## src/rtl/prog_delay_timer.sv

```systemverilog
// Programmable delay/timer with prescaler, one-shot or periodic reload,
// restart/cancel controls and status outputs.
module prog_delay_timer #(
  parameter int WIDTH    = 4,
  parameter int PRESCALE = 1
) (
  input  logic             clk,
  input  logic             clr,
  input  logic             start,
  input  logic             cancel,
  input  logic             mode,
  input  logic [WIDTH-1:0] delay_val,
  output logic             busy,
  output logic             tc,
  output logic             done,
  output logic [WIDTH-1:0] remaining
);

  localparam int PW = (PRESCALE > 1) ? $clog2(PRESCALE) : 1;
  localparam logic [PW-1:0] PS_LAST = PW'(PRESCALE - 1);
  localparam logic [WIDTH-1:0] ONE = WIDTH'(1);

  typedef enum logic {IDLE, RUN} state_t;

  state_t           state;
  logic [WIDTH-1:0] cnt;
  logic [WIDTH-1:0] reload;
  logic [PW-1:0]    psc;
  logic             mode_r;
  logic             tick;
  logic [WIDTH-1:0] load_val;

  // With no prescaling every clock is a tick
  assign tick = (PRESCALE == 1) ? 1'b1 : (psc == PS_LAST);

  // A zero delay is treated as a one-tick delay
  assign load_val = (delay_val == '0) ? ONE : delay_val;

  assign busy      = (state == RUN);
  assign remaining = cnt;

  // Control FSM: clr > cancel > start > counting
  always_ff @(posedge clk or posedge clr) begin
    if (clr) begin
      state  <= IDLE;
      cnt    <= '0;
      reload <= '0;
      psc    <= '0;
      mode_r <= 1'b0;
      tc     <= 1'b0;
      done   <= 1'b0;
    end else begin
      tc <= 1'b0;
      if (cancel) begin
        state <= IDLE;
        cnt   <= '0;
        psc   <= '0;
        done  <= 1'b0;
      end else if (start) begin
        reload <= load_val;
        mode_r <= mode;
        cnt    <= load_val;
        psc    <= '0;
        done   <= 1'b0;
        state  <= RUN;
      end else if (state == RUN) begin
        psc <= tick ? '0 : psc + 1'b1;
        if (tick) begin
          if (cnt == ONE) begin
            tc <= 1'b1;
            if (mode_r) begin
              cnt <= reload;
              psc <= '0;
            end else begin
              cnt   <= '0;
              state <= IDLE;
              done  <= 1'b1;
            end
          end else begin
            cnt <= cnt - ONE;
          end
        end
      end
    end
  end

endmodule

```

## config.mk

```make
export PLATFORM = sky130hd
export DESIGN_NAME = prog_delay_timer
export DESIGN_NICKNAME = d
export VERILOG_FILES = /design/src/rtl/prog_delay_timer.sv
export SDC_FILE = /design/constraint.sdc
export NUM_CORES = 1
export LEC_CHECK = 0
export CAP_MARGIN = 10
export CORE_MARGIN = 3
export CORE_UTILIZATION = 25
export CTS_CLUSTER_DIAMETER = 60
export DETAILED_ROUTE_END_ITERATION = 6
export GPL_TIMING_DRIVEN = 0
export PLACE_DENSITY = 0.45
export SLEW_MARGIN = 20
export SYNTH_ARGS = -nofsm -noshare
export SYNTH_HDL_FRONTEND = slang
export SYNTH_SLANG_ARGS = --single-unit
```

## constraint.sdc

```tcl
create_clock -name clk -period 2.5 [get_ports clk]
set_clock_uncertainty 0.15 [all_clocks]
set_input_delay 0.5 -clock clk [delete_from_list [all_inputs] [get_ports clk]]
set_output_delay 0.5 -clock clk [all_outputs]
set_load 0.05 [all_outputs]
```

* Word level (Yosys, flattened, before mapping)
Cells that the tools add are included.
Storage, ports and cells: flip-flop bits (word level) 12, input port bits 9, output and inout bits 7
Operators by class: add/sub/neg operators 1, equality and inequality tests 2, mux-type cells 20, bitwise gates (word level) 1, reductions and logical operators 5
Operators with widths (count):
- 4-bit two-way mux | 6
- 1-bit two-way mux | 14
- 3-bit nonzero test | 2
- 4-bit by 1-bit equality test with 1-bit output, second input constant | 1
- 4-bit logical NOT | 1
- 4-bit by 1-bit subtractor with 4-bit output, second input constant | 1
- 3-bit inequality test, second input constant | 1
- 3-bit AND reduction | 1
- 2-bit AND reduction | 1
- 1-bit NOT | 1

* Longest topological paths before layout
Gate-level depths: netlist of the first run.
depth in word-level cells 5, gate-level depth with buffers 6, depth with buffers taken out 6

* Least setup slack after synthesis of the first run
Ideal clock, no wire load.
kind register -> register, start register cnt[1] (netlist: remaining[1]), end register cnt[2] (netlist: remaining[2]), setup time 0.082 ns, arrival time 1.761 ns, data required time 2.268 ns, setup slack 0.507 ns, cell stages (with the launch flop) 7, period minus slack after synthesis 1.993 ns, path through dfrtp_1 -> inv_1 -> ha_1 -> nor2b_2 -> mux2i_1 -> or4_1 -> a31oi_1
On the way: word-level cells in the longest chain between the ends 5
RTL lines:
- start, declared | RTL line 26 | logic [WIDTH-1:0] cnt;
- start signal, assigned | RTL line 62 | cnt <= load_val;
- start signal, assigned | RTL line 72 | cnt <= reload;
- start signal, assigned | RTL line 80 | cnt <= cnt - ONE;
- 4-bit by 1-bit subtractor with 4-bit output / 4-bit by 1-bit equality test with 1-bit output (equally long branches) | RTL line 80, 69
- 4-bit two-way mux (*) | RTL line 69 | if (cnt == ONE) begin
- 4-bit two-way mux (*) | RTL line 66 | end else if (state == RUN) begin
- 4-bit two-way mux (*) | RTL line 59 | end else if (start) begin
- 4-bit two-way mux (*) | RTL line 54 | if (cancel) begin
Mark *: on every way between the ends. The rest lies on a longest branch, timed or not. The select of a mux whose other input is x is not followed. A chain may end at the register's enable or synchronous reset.

* Worst setup path in the final report of the first run
start register cnt[0] (netlist: remaining[0]), end output remaining[0]
RTL lines:
- end, declared | RTL line 16 | output logic [WIDTH-1:0] remaining
No word-level cell between the ends.

==> results.py, run 1 <==
metrics = {
    "synth": {
        "syn_nets": 78,
        "synth.most_common_cell": "dfrtp_1",
        "syn_area_per_cell_sq_um": 9.49,
        "yosys-mux-area-fraction_pct": 6.89,
        "ys_ff_latch": 12,
        "synth_xor_xnor_area_share_pct": 0,
        "synth_top_cell_area_share_pct": 47.2,
        "synth-main-ff-cell": "dfrtp_1",
        "synth_top_family_by_area": "simple AND/OR/NAND/NOR gates",
        "synth_edf_count": 0,
        "synth-seq-area-share_pct": 47.2,
        "synth_cells": 67,
        "synthSimpleGateAreaFrac_pct": 20.9,
        "ys_types": 26,
        "yosys_warnings": 0,
        "synthArstFlopShare_pct": 100,
        "synth_top_area_cell": "dfrtp_1",
        "ys_top_cells_by_count": "dfrtp_1, nor2_1, inv_1, nand2_1, o21ai_0",
        "synth-adder-area-share_pct": 3.94,
        "syn_area_sq_um": 636,
        "synth_compound_area_share_pct": 16.3,
        "synthTopCellsByArea": "dfrtp_1, mux2_2, nor2_1",
    },
    "min_path": {
        "hp-start": "done",
        "min_path_cells": 1,
        "hold_end": "done",
        "hold_class": "flip-flop to flip-flop",
    },
    "routing": {
        "drt_iter0_drc": 4,
        "vias": 534,
        "drcViolationCount": 0,
        "vias_per_cell": 4.73,
        "avgRoutedWirePerCell_microns": 12.8,
        "dr.pass1.iters": 2,
        "wl_microns": 1450,
        "ant_nets": 0,
    },
    "critical_path": {
        "cpPeakStageDelay_ps": 840,
        "path_depth": 1,
        "path_delay_family": "buffers and inverters",
        "critical_path_arrival_ps": 1570,
        "slowest_stage": "clkdlybuf4s50_1",
        "crit_buf_inv": 1,
        "crit_path_cell_trace": "clkdlybuf4s50_1",
        "worstSetupPathType": "flip-flop to primary output",
        "startpoint_type": "flip-flop",
        "r2r_slack_ps": 740,
        "reg2reg_from": "remaining[0]",
        "crit_path_end_kind": "primary output",
        "worstPathRequired_ps": 1850,
        "reg2reg_depth": 5,
        "critPathMaxFanout": 7,
        "r2r-end": "remaining[2]",
    },
    "power": {
        "p_leak_nw": 0.341,
        "clockPowerShare_pct": 25.4,
        "power_frac_seq_pct": 49.2,
        "ir_drop_v": 0.000251,
        "switching_share_pct": 31.9,
        "p_switching_mw": 0.150,
        "p_comb_share_pct": 25.5,
        "internal_power_mw": 0.322,
        "powerDensity_nw_per_um2": 560,
    },
    "global_route": {
        "grtUsageTotal_pct": 10.2,
        "grt_pass1_wl_microns": 2490,
        "grt_max_degree": 13,
        "grt_pass1_vias": 534,
        "gr-total-overflow": 0,
        "antenna_found_initial": 0,
    },
    "timing": {
        "timing.fmax_mhz": 450,
        "fin_tns_setup_ps": 0,
        "drv_slew": 0,
        "fin_crit_sh_pct": 88.9,
        "slew_headroom_pct": 66.8,
        "worstMarginPinSlew_ps": 497,
        "grt_setup_unrepaired": "no",
        "hold_viol_final": 0,
        "setup_viol": 0,
        "period_minus_slack_ps": 2220,
    },
    "floorplan": {
        "chipHeight_microns": 56.4,
        "core_sq_um": 2320,
        "die_w_microns": 56.4,
        "io_pins": 16,
        "row_count": 17,
        "fp.dieArea_sq_um": 3180,
        "start_util_pct": 27.4,
    },
    "placed_design": {
        "place_congestion": 0.778,
        "dp_hpwl_microns": 1120,
        "place_area_sq_um": 821,
        "placed_cells": 110,
        "port_buffers": 15,
    },
    "clock_network": {
        "postCtsResizedCells": 0,
        "clk_latency_ps": 270,
        "hold_buffers": 0,
        "cts.sinks": 12,
        "cts.clk_slew.worst_paths_ps": 70,
        "h-tree-depth": 1,
        "cts_setup_buffers": 0,
        "clockRootBuffer": "clkbuf_4",
        "cts_buffers": 3,
        "clock_path_buffers": 2,
        "cts_tree": "done",
    },
    "cells_and_area": {
        "drive_gt1_share_pct": 9.41,
        "final_net_count": 98,
        "multiInputGateArea_sq_um": 305,
        "regArea_sq_um": 300,
        "antenna_cells": 0,
        "design_area_sq_um": 843,
        "syn2layout_area_growth_pct": 32.7,
        "fillers": 256,
        "fin_cells": 113,
    },
    "flow_run": {
        "cap_violations": 0,
    },
    "outcome": {
        "status": "completed",
    },
}
==> state kept, by name, summed over array words and instances, names as in the netlist <==
name,cells
mode_r,1
tc,1
busy,1
done,1
reload,4
remaining,4
==> layer usage <==
metal | GRT usage [%] | routed length [microns] | up-vias
met4 | 6.10 | 23 | 0
met2 | 15.0 | 656 | 12
met5 | 0 | 0 | -
met1 | 12.9 | 702 | 248
met3 | 3.22 | 69 | 4
li1 | - | - | 270
==> logic make-up after synthesis <==
family / after synthesis
and+or+nand+nor: 25
AOI/OAI and AO/OA: 16
DFF: 12
buffers and inverters: 8
muxes: 4
adders and majority gates: 2
==> final cells by class <==
class | count | share of cell area, %
Timing Repair Buffer | 15 | 17.8
Clock buffer | 3 | 2.67
Buffer | 2 | 0.890
Sequential cell | 12 | 35.6
Tap cell | 28 | 4.15
Multi-Input combinational cell | 47 | 36.2
Inverter | 6 | 2.67
==> power by group through the flow <==
stage	registers (mW)	logic, mW	clock network, mW
after floorplan	0.256	0.0545	0
after global placement	0.236	0.123	0
after detailed placement	0.237	0.122	0
after CTS	0.233	0.122	0.125
after global routing	0.236	0.132	0.136
final	0.232	0.120	0.120
==> stage by stage <==
step / utilization (%) / worst slack [ps] / hold slack (ps) / total power, mW
after floorplan: - / 507 / 215 / 0.311
after global placement: 35.4 / 374 / 325 / 0.359
after detailed placement: 35.4 / 365 / 334 / 0.358
after CTS: 36.4 / 263 / 352 / 0.480
after global routing: 36.4 / 195 / 378 / 0.504
final: 36.4 / 279 / 347 / 0.472
==> cell usage in the layout (no fill, tap or decap) <==
master,n
a211oi_1,1
a21oi_1,4
a221o_1,1
a311oi_1,1
a31oi_1,1
and2_1,1
clkbuf_1,2
clkbuf_4,3
clkdlybuf4s50_1,15
dfrtp_1,12
ha_1,2
inv_1,6
mux2_2,3
mux2i_1,1
nand2_1,6
nand2b_1,1
nand3b_1,1
nor2_1,7
nor2b_1,2
nor2b_2,1
nor3_1,3
nor3b_1,1
nor3b_2,1
o21a_1,1
o21ai_0,5
o32a_1,1
o41ai_1,1
or4_1,1
==> how the worst max path moves through the flow <==
stage,start,end,slack (ps)
after floorplan,remaining[1],remaining[2],510
after global placement,cancel,reload[2],370
after detailed placement,cancel,reload[3],370
after CTS,remaining[0],remaining[0],260
after global routing,remaining[0],remaining[0],200
final,remaining[0],remaining[0],280
No activity file was read; power rests on OpenSTA's default activity.
==> run 2: changes to the inputs <==
--- a/config.mk
+++ b/config.mk
@@ -12,6 +12,7 @@
 export DETAILED_ROUTE_END_ITERATION = 6
 export GPL_TIMING_DRIVEN = 0
 export PLACE_DENSITY = 0.45
+export REMOVE_ABC_BUFFERS = 1
 export SLEW_MARGIN = 20
 export SYNTH_ARGS = -nofsm -noshare
 export SYNTH_HDL_FRONTEND = slang
==> results.py, run 2 (synthesis results as in run 1) <==
metrics = {
    "timing": {
        "slew_headroom_pct": 66.9,
        "fin_crit_sh_pct": 89.3,
        "hold_viol_final": 0,
        "drv_slew": 0,
        "fin_tns_setup_ps": 0,
        "timing.fmax_mhz": 448,
        "setup_viol": 0,
        "period_minus_slack_ps": 2230,
        "worstMarginPinSlew_ps": 495,
        "grt_setup_unrepaired": "no",
    },
    "global_route": {
        "grt_pass1_wl_microns": 2480,
        "gr-total-overflow": 0,
        "grt_max_degree": 13,
        "grt_pass1_vias": 520,
        "grtUsageTotal_pct": 10.1,
        "antenna_found_initial": 0,
    },
    "clock_network": {
        "clk_latency_ps": 280,
        "cts.clk_slew.worst_paths_ps": 80,
        "clock_path_buffers": 2,
        "postCtsResizedCells": 0,
        "cts_buffers": 3,
        "cts_setup_buffers": 0,
        "cts_tree": "done",
        "h-tree-depth": 1,
        "cts.sinks": 12,
        "hold_buffers": 0,
        "clockRootBuffer": "clkbuf_4",
    },
    "routing": {
        "dr.pass1.iters": 4,
        "vias": 541,
        "avgRoutedWirePerCell_microns": 12.8,
        "wl_microns": 1430,
        "drcViolationCount": 0,
        "drt_iter0_drc": 3,
        "ant_nets": 0,
        "vias_per_cell": 4.83,
    },
    "power": {
        "power_mw": 0.507,
        "powerDensity_nw_per_um2": 596,
        "p_leak_nw": 0.346,
        "ir_drop_v": 0.000249,
    },
    "critical_path": {
        "crit_path_cell_trace": "clkdlybuf4s50_1",
        "worstPathRequired_ps": 1850,
        "worstSetupPathType": "flip-flop to primary output",
        "slowest_stage": "clkdlybuf4s50_1",
        "critPathMaxFanout": 7,
        "reg2reg_from": "remaining[0]",
        "crit_buf_inv": 1,
        "startpoint_type": "flip-flop",
        "path_delay_family": "buffers and inverters",
        "crit_path_end_kind": "primary output",
        "cpPeakStageDelay_ps": 840,
        "startpoint": "remaining[0]",
        "critical_path_arrival_ps": 1580,
    },
    "floorplan": {
        "core_sq_um": 2320,
        "start_util_pct": 27.4,
        "die_w_microns": 56.4,
        "io_pins": 16,
        "row_count": 17,
        "chipHeight_microns": 56.4,
        "fp.dieArea_sq_um": 3180,
    },
    "min_path": {
        "hold_class": "flip-flop to flip-flop",
        "hp-start": "done",
    },
    "cells_and_area": {
        "antenna_cells": 0,
        "final_common_cell": "clkdlybuf4s50_1",
        "final_net_count": 96,
        "mostFrequentLayoutCells": "clkdlybuf4s50_1, dfrtp_1, nor2_1",
        "drive_gt1_share_pct": 10.7,
        "fillers": 260,
        "fin_cells": 112,
        "syn2layout_area_growth_pct": 33.7,
    },
    "placed_design": {
        "placed_cells": 108,
        "port_buffers": 15,
        "place_congestion": 0.798,
    },
    "flow_run": {
        "cap_violations": 0,
    },
    "outcome": {
        "status": "completed",
    },
}
-- run 2: cell types whose count changed in the layout (fill, tap and decap cells not counted) --
cell      change
clkbuf_8      +1
clkbuf_1      -2
-- run 2: layout make-up --
class | count | area (sq um) | area share, %
well taps | 28 | 35.0 | 4.12
multi-input cells | 47 | 305 | 35.9
clock buffers | 4 | 36.3 | 4.27
repair buffers | 15 | 150 | 17.7
flip-flops and latches | 12 | 300 | 35.3
inverters | 6 | 22.5 | 2.65
-- run 2: routing by layer --
metal	wire, microns	track usage (%)
met3	69	2.30
met4	34	6.10
met1	682	13.8
met2	646	14.4
met5	0	0
-- run 2: path summary, 6_finish.rpt --
| kind | end | slack, ps | cells past startpoint |
|---|---|---|---|
| worst max register to register | remaining[2] | 720 | 5 |
| min in group asynchronous | reload[0] | 380 | 2 |
| worst min register to register | done | 350 | 1 |
| max in group asynchronous | remaining[2] | 1480 | 2 |
| worst max-delay path | remaining[0] | 270 | 1 |
| worst min-delay path | done | 350 | 1 |
-- run 2: through the flow --
stage          util [%]  hold WS, ps  area, sq um  setup WS (ps)
3_5_place_dp       35.1          344          813            141
6_report           36.6          354          850            267
5_1_grt            36.6          392          850            215
4_1_cts            36.6          362          850            254
3_3_place_gp       35.1          326          813            148
2_1_floorplan         -          215          628            507
-- run 2: report_power, final --
| group | switching [mW] | internal (mW) |
|---|---|---|
| Clock | 0.0659 | 0.0886 |
| Sequential | 0.0207 | 0.212 |
| Combinational | 0.0663 | 0.0529 |
==> edit 1: new RTL, flow settings as in run 1 <==
Change the parameter `WIDTH` from 4 to 5.
--- a/src/rtl/prog_delay_timer.sv
+++ b/src/rtl/prog_delay_timer.sv
@@ -3,3 +3,3 @@
 module prog_delay_timer #(
-  parameter int WIDTH    = 4,
+  parameter int WIDTH    = 5,
   parameter int PRESCALE = 1
Ports: changed (resized delay_val and remaining); port bits go from 16 to 18. No check against the original RTL was run, so the function may have changed too.
==> edit 1 against run 1 <==
- first-iteration DRC count rose to 4.5 times the old value
- final area rose by 21%
- sequential cell count rose by 2
- register-to-register slack got worse by 0.29 ns
- largest cell class unchanged
- worst setup slack got worse by 0.049 ns
- wire length rose by 35%
- area after synthesis rose by 23%
- largest power group unchanged
- power rose by 27%
==> edit 1: results (changes against run 1) <==
* Worst-path clk slew at 0.10 ns (+0.03 ns)
* CTS resizes at 0 (unchanged)
* PortBufs at 15 (unchanged)
* CP delay by family, top: buffers and inverters
* Worst VDD drop at 0.2364 mV (-5.9%)
* Initial drt markers at 18 (+14)
* Via count at 678 (+27%)
* Layout cells sized above 1 at 0.1616 (+0.06750)
* Worst-Skew Late Latency at 0.30 ns (+0.03 ns)
* H-tree levels at 1 (unchanged)
* Post-synth ARST share at 1.000 (unchanged)
* Setup bufs post-CTS at 0 (unchanged)
* Clk Tree Root Cell: clkbuf_4
* Leak at 0.4137 nW (+21%)
* Met1 wire length at 928 um (+32%)
* Tot GR Track Use at 0.1234 (+0.02121)
* Number of global-route vias before repair at 663 (+24%)
* Critical path arrival at 1.62 ns (+0.05 ns)
* Netlist cell types at 33 (+27%)
* Internal power at 0.4043 mW (+26%)
* Met3 Track Usage GR at 0.03306 (+0.0008739)
* Syn nets at 92 (+18%)
* GP Congestion at 0.7469 (-4.0%)
* DR pass1 iterations at 4 (+2)
* Worst slew pin tran at 0.5607 ns (+0.06373 ns)
* Filler instances at 301 (+18%)
* Met3 Routed Length at 95 um (+38%)
* Post-synth top cells: dfrtp_1, inv_1, a21oi_1
* Yosys warnings at 0 (unchanged)
* WL met2 at 867 um (+32%)
* Placed cell area at 983.4 um^2 (+20%)
* Routing usage on met1 at 0.1597 (+0.03048)
* Antenna violations before repair at 0 (unchanged)
* Largest net degree at the start of global routing at 15 (+2)
* Sequential power at 0.267 mW (+15%)
* Clock Tree Buf Depth at 2 (unchanged)
* Worst hold path type: input pin to flip-flop
* DPL Wire Length at 1468 um (+31%)
* Clock distribution power at 0.173 mW (+44%)
* Slowest CP cell: clkdlybuf4s50_1
* Status: completed
* Sequential element share of the synthesized area at 0.4487 (-0.02372)
* M2 GR Usage at 0.1839 (+0.03369)
* CTS buffer count at 3 (unchanged)
* CP peak stage delay at 0.85 ns
* NumNets Final at 112 (+14%)
* Wirelength per Cell at 13.84 um (+7.8%)
* First-pass GRT wire length at 3325 um (+34%)
* DRC errors left at 0 (unchanged)
* Diode count at 0 (unchanged)
* Top cells by area, synth: dfrtp_1, mux2_2, a21oi_1, inv_1, ha_1
* Crit Path Max Fanout at 8 (+1)
==> edit 1: final timing paths <==
| kind | startpoint | end | slack [ns] | depth (start not counted) |
|---|---|---|---|---|
| max | remaining[3] | remaining[3] | 0.23 | 1 |
| min | cancel | remaining[0] | 0.24 | 2 |
| max reg2reg | remaining[1] | remaining[1] | 0.45 | 6 |
| max in group asynchronous | clr | remaining[3] | 1.43 | 2 |
| min in group asynchronous | clr | done | 0.39 | 2 |
| min reg2reg | reload[1] | reload[1] | 0.37 | 1 |
==> edit 1: area by class of cell <==
type	count	area share
buffer	5	0.03558
clock buffer	4	0.03558
inverter	8	0.02945
multi-input combinational	53	0.3571
sequential	14	0.3436
tap	42	0.05153
timing repair buffer	15	0.1472
==> edit 1: cell families (layout without fill, tap and decap cells) <==
logic type               count (synthesis)  in the layout  synth area share
multiplexers                             4              4           0.05769
AO/OA/AOI/OAI                           22             22            0.2051
AND/OR/NAND/NOR                         25             25            0.1715
buffers and inverters                   13             32           0.08493
flip-flops                              14             14            0.4487
adder cells (fa/ha/maj)                  2              2           0.03205
==> edit 1: per-stage QoR <==
stage / instances / util / setup WS [ns] / total power, mW
global route: 141 / 0.3545 / 0.1905 / 0.6323
detailed placement: 137 / 0.3419 / 0.4879 / 0.4327
CTS: 141 / 0.3545 / 0.2287 / 0.6060
floorplan: 80 / - / 0.3244 / 0.3791
finish: 141 / 0.3545 / 0.2300 / 0.6009
global placement: 137 / 0.3419 / 0.4823 / 0.4325
==> edit 1: worst register-to-register path, cell delays in order, from the launching register on <==
cell and delay, ns:
dfrtp_1 0.43, inv_1 0.12, ha_1 0.22, or4b_1 0.43, buf_2 0.16, a21o_1 0.19
a311oi_2 0.26
==> edit 2: new RTL, settings of run 1 <==
Without the edit above. Add an input register stage for `start`, `cancel`, `mode` and `delay_val`; this delays them by one clock.
--- a/src/rtl/prog_delay_timer.sv
+++ b/src/rtl/prog_delay_timer.sv
@@ -24,2 +24,14 @@
 
+  logic start_q;
+  logic cancel_q;
+  logic mode_q;
+  logic [WIDTH-1:0] delay_val_q;
+
+  always_ff @(posedge clk) begin
+    start_q     <= start;
+    cancel_q    <= cancel;
+    mode_q      <= mode;
+    delay_val_q <= delay_val;
+  end
+
   state_t           state;
@@ -36,3 +48,3 @@
   // A zero delay is treated as a one-tick delay
-  assign load_val = (delay_val == '0) ? ONE : delay_val;
+  assign load_val = (delay_val_q == '0) ? ONE : delay_val_q;
 
@@ -53,3 +65,3 @@
       tc <= 1'b0;
-      if (cancel) begin
+      if (cancel_q) begin
         state <= IDLE;
@@ -58,5 +70,5 @@
         done  <= 1'b0;
-      end else if (start) begin
+      end else if (start_q) begin
         reload <= load_val;
-        mode_r <= mode;
+        mode_r <= mode_q;
         cnt    <= load_val;
Formal check against the unedited RTL: not equivalent (a bounded check fails within 4 cycles, from zero or initial values).
==> edit 2 against run 1 <==
- non-clock buffer count unchanged
- critical path type unchanged
- critical path depth is the same
- worst setup slack worse by 0.046 ns
- largest cell class is now sequential cells
- fmax fell by 2.0%
- power up 35%
- final area increased by 20%
- wire length rose by 5.9%
- sequential cell count increased by 7
- area after synthesis is 24% higher
==> edit 2: results (changes against run 1) <==
* Post-synthesis mux area share at 0.04293 (-0.02597)
* Power per Cell Area at 627.7 nW/um^2 (+12%)
* Critical path arrival at 1.62 ns (+0.05 ns)
* NumNets Final at 104 (+6.1%)
* Post-synth ARST share at 0.6316 (-0.3684)
* Crit path from: remaining[2]
* Filler instances at 297 (+16%)
* Netlist cell types at 28 (+7.7%)
* Worst-path clk slew at 0.10 ns (+0.03 ns)
* Syn nets at 84 (+7.7%)
* GP Congestion at 0.7350 (-5.5%)
* DR pass1 iterations at 3 (+1)
* Worst-Skew Late Latency at 0.29 ns (+0.02 ns)
* Post-synth top cells: dfrtp_1, nor2_1, dfxtp_1
* Wirelength per Cell at 11.47 um (-11%)
* Top cells by area, synth: dfrtp_1, dfxtp_1, mux2_2, nor2_1, ha_1
* Placed cell area at 989.7 um^2 (+21%)
* Synth Area in Adders at 0.03180 (-0.007574)
* DPL Wire Length at 1135 um (+1.3%)
* Layout cells sized above 1 at 0.1087 (+0.01458)
* R2r startpoint: remaining[1]
* M2 GR Usage at 0.1196 (-0.03054)
* Compound-Gate Fraction of Synth Area at 0.1558 (-0.007583)
* Tot GR Track Use at 0.08222 (-0.01997)
* Status: completed
* Met3 Track Usage GR at 0.01622 (-0.01597)
* Hold Crit Start: mode_q
* Reg2reg setup slack at 0.58 ns (-0.16 ns)
* Number of global-route vias before repair at 535 (+0.19%)
==> edit 2: area by class of cell <==
cell class                 instances  area share
buffer                             2    0.008621
clock buffer                       4     0.02586
inverter                           5     0.01847
multi-input combinational         47      0.3140
sequential                        19      0.4335
tap                               42     0.05172
timing repair buffer              15      0.1478
==> edit 2: path summary, 6_finish.rpt <==
check                                     to  cells past startpoint
worst max-delay path            remaining[2]                      1
worst min-delay path                  mode_r                      1
worst max register to register  remaining[2]                      6
worst min register to register        mode_r                      1
max in group asynchronous       remaining[1]                      2
min in group asynchronous             mode_r                      2
==> edit 2: per-layer routing <==
layer	routed length [um]	vias up
li1	-	295
met1	806	264
met2	634	15
met3	82	2
met4	13	0
met5	0	-
==> edit 2: cell families (layout without fill, tap and decap cells) <==
kind of cell / after synthesis / in the layout
and+or+nand+nor: 26 / 26
DFF: 19 / 19
AOI/OAI and AO/OA: 16 / 16
buffers and inverters: 7 / 26
muxes: 3 / 3
adders and majority gates: 2 / 2
==> edit 2: power breakdown <==
group | total [mW] | internal [mW] | switching, mW
Clock | 0.154 | 0.0620 | 0.0915
Sequential | 0.358 | 0.331 | 0.0270
Combinational | 0.126 | 0.0570 | 0.0691
==> edit 2: stage by stage <==
| stage | hold slack, ns | power, mW | std cells | worst slack, ns |
|---|---|---|---|---|
| final | 0.3199 | 0.6377 | 134 | 0.2329 |
| after CTS | 0.3256 | 0.6476 | 134 | 0.2219 |
| after floorplan | 0.2147 | 0.4433 | 73 | 0.4533 |
| after detailed placement | 0.2999 | 0.4923 | 130 | 0.5563 |
| after global placement | 0.2931 | 0.4917 | 130 | 0.5494 |
| after global routing | 0.3477 | 0.6720 | 134 | 0.1678 |
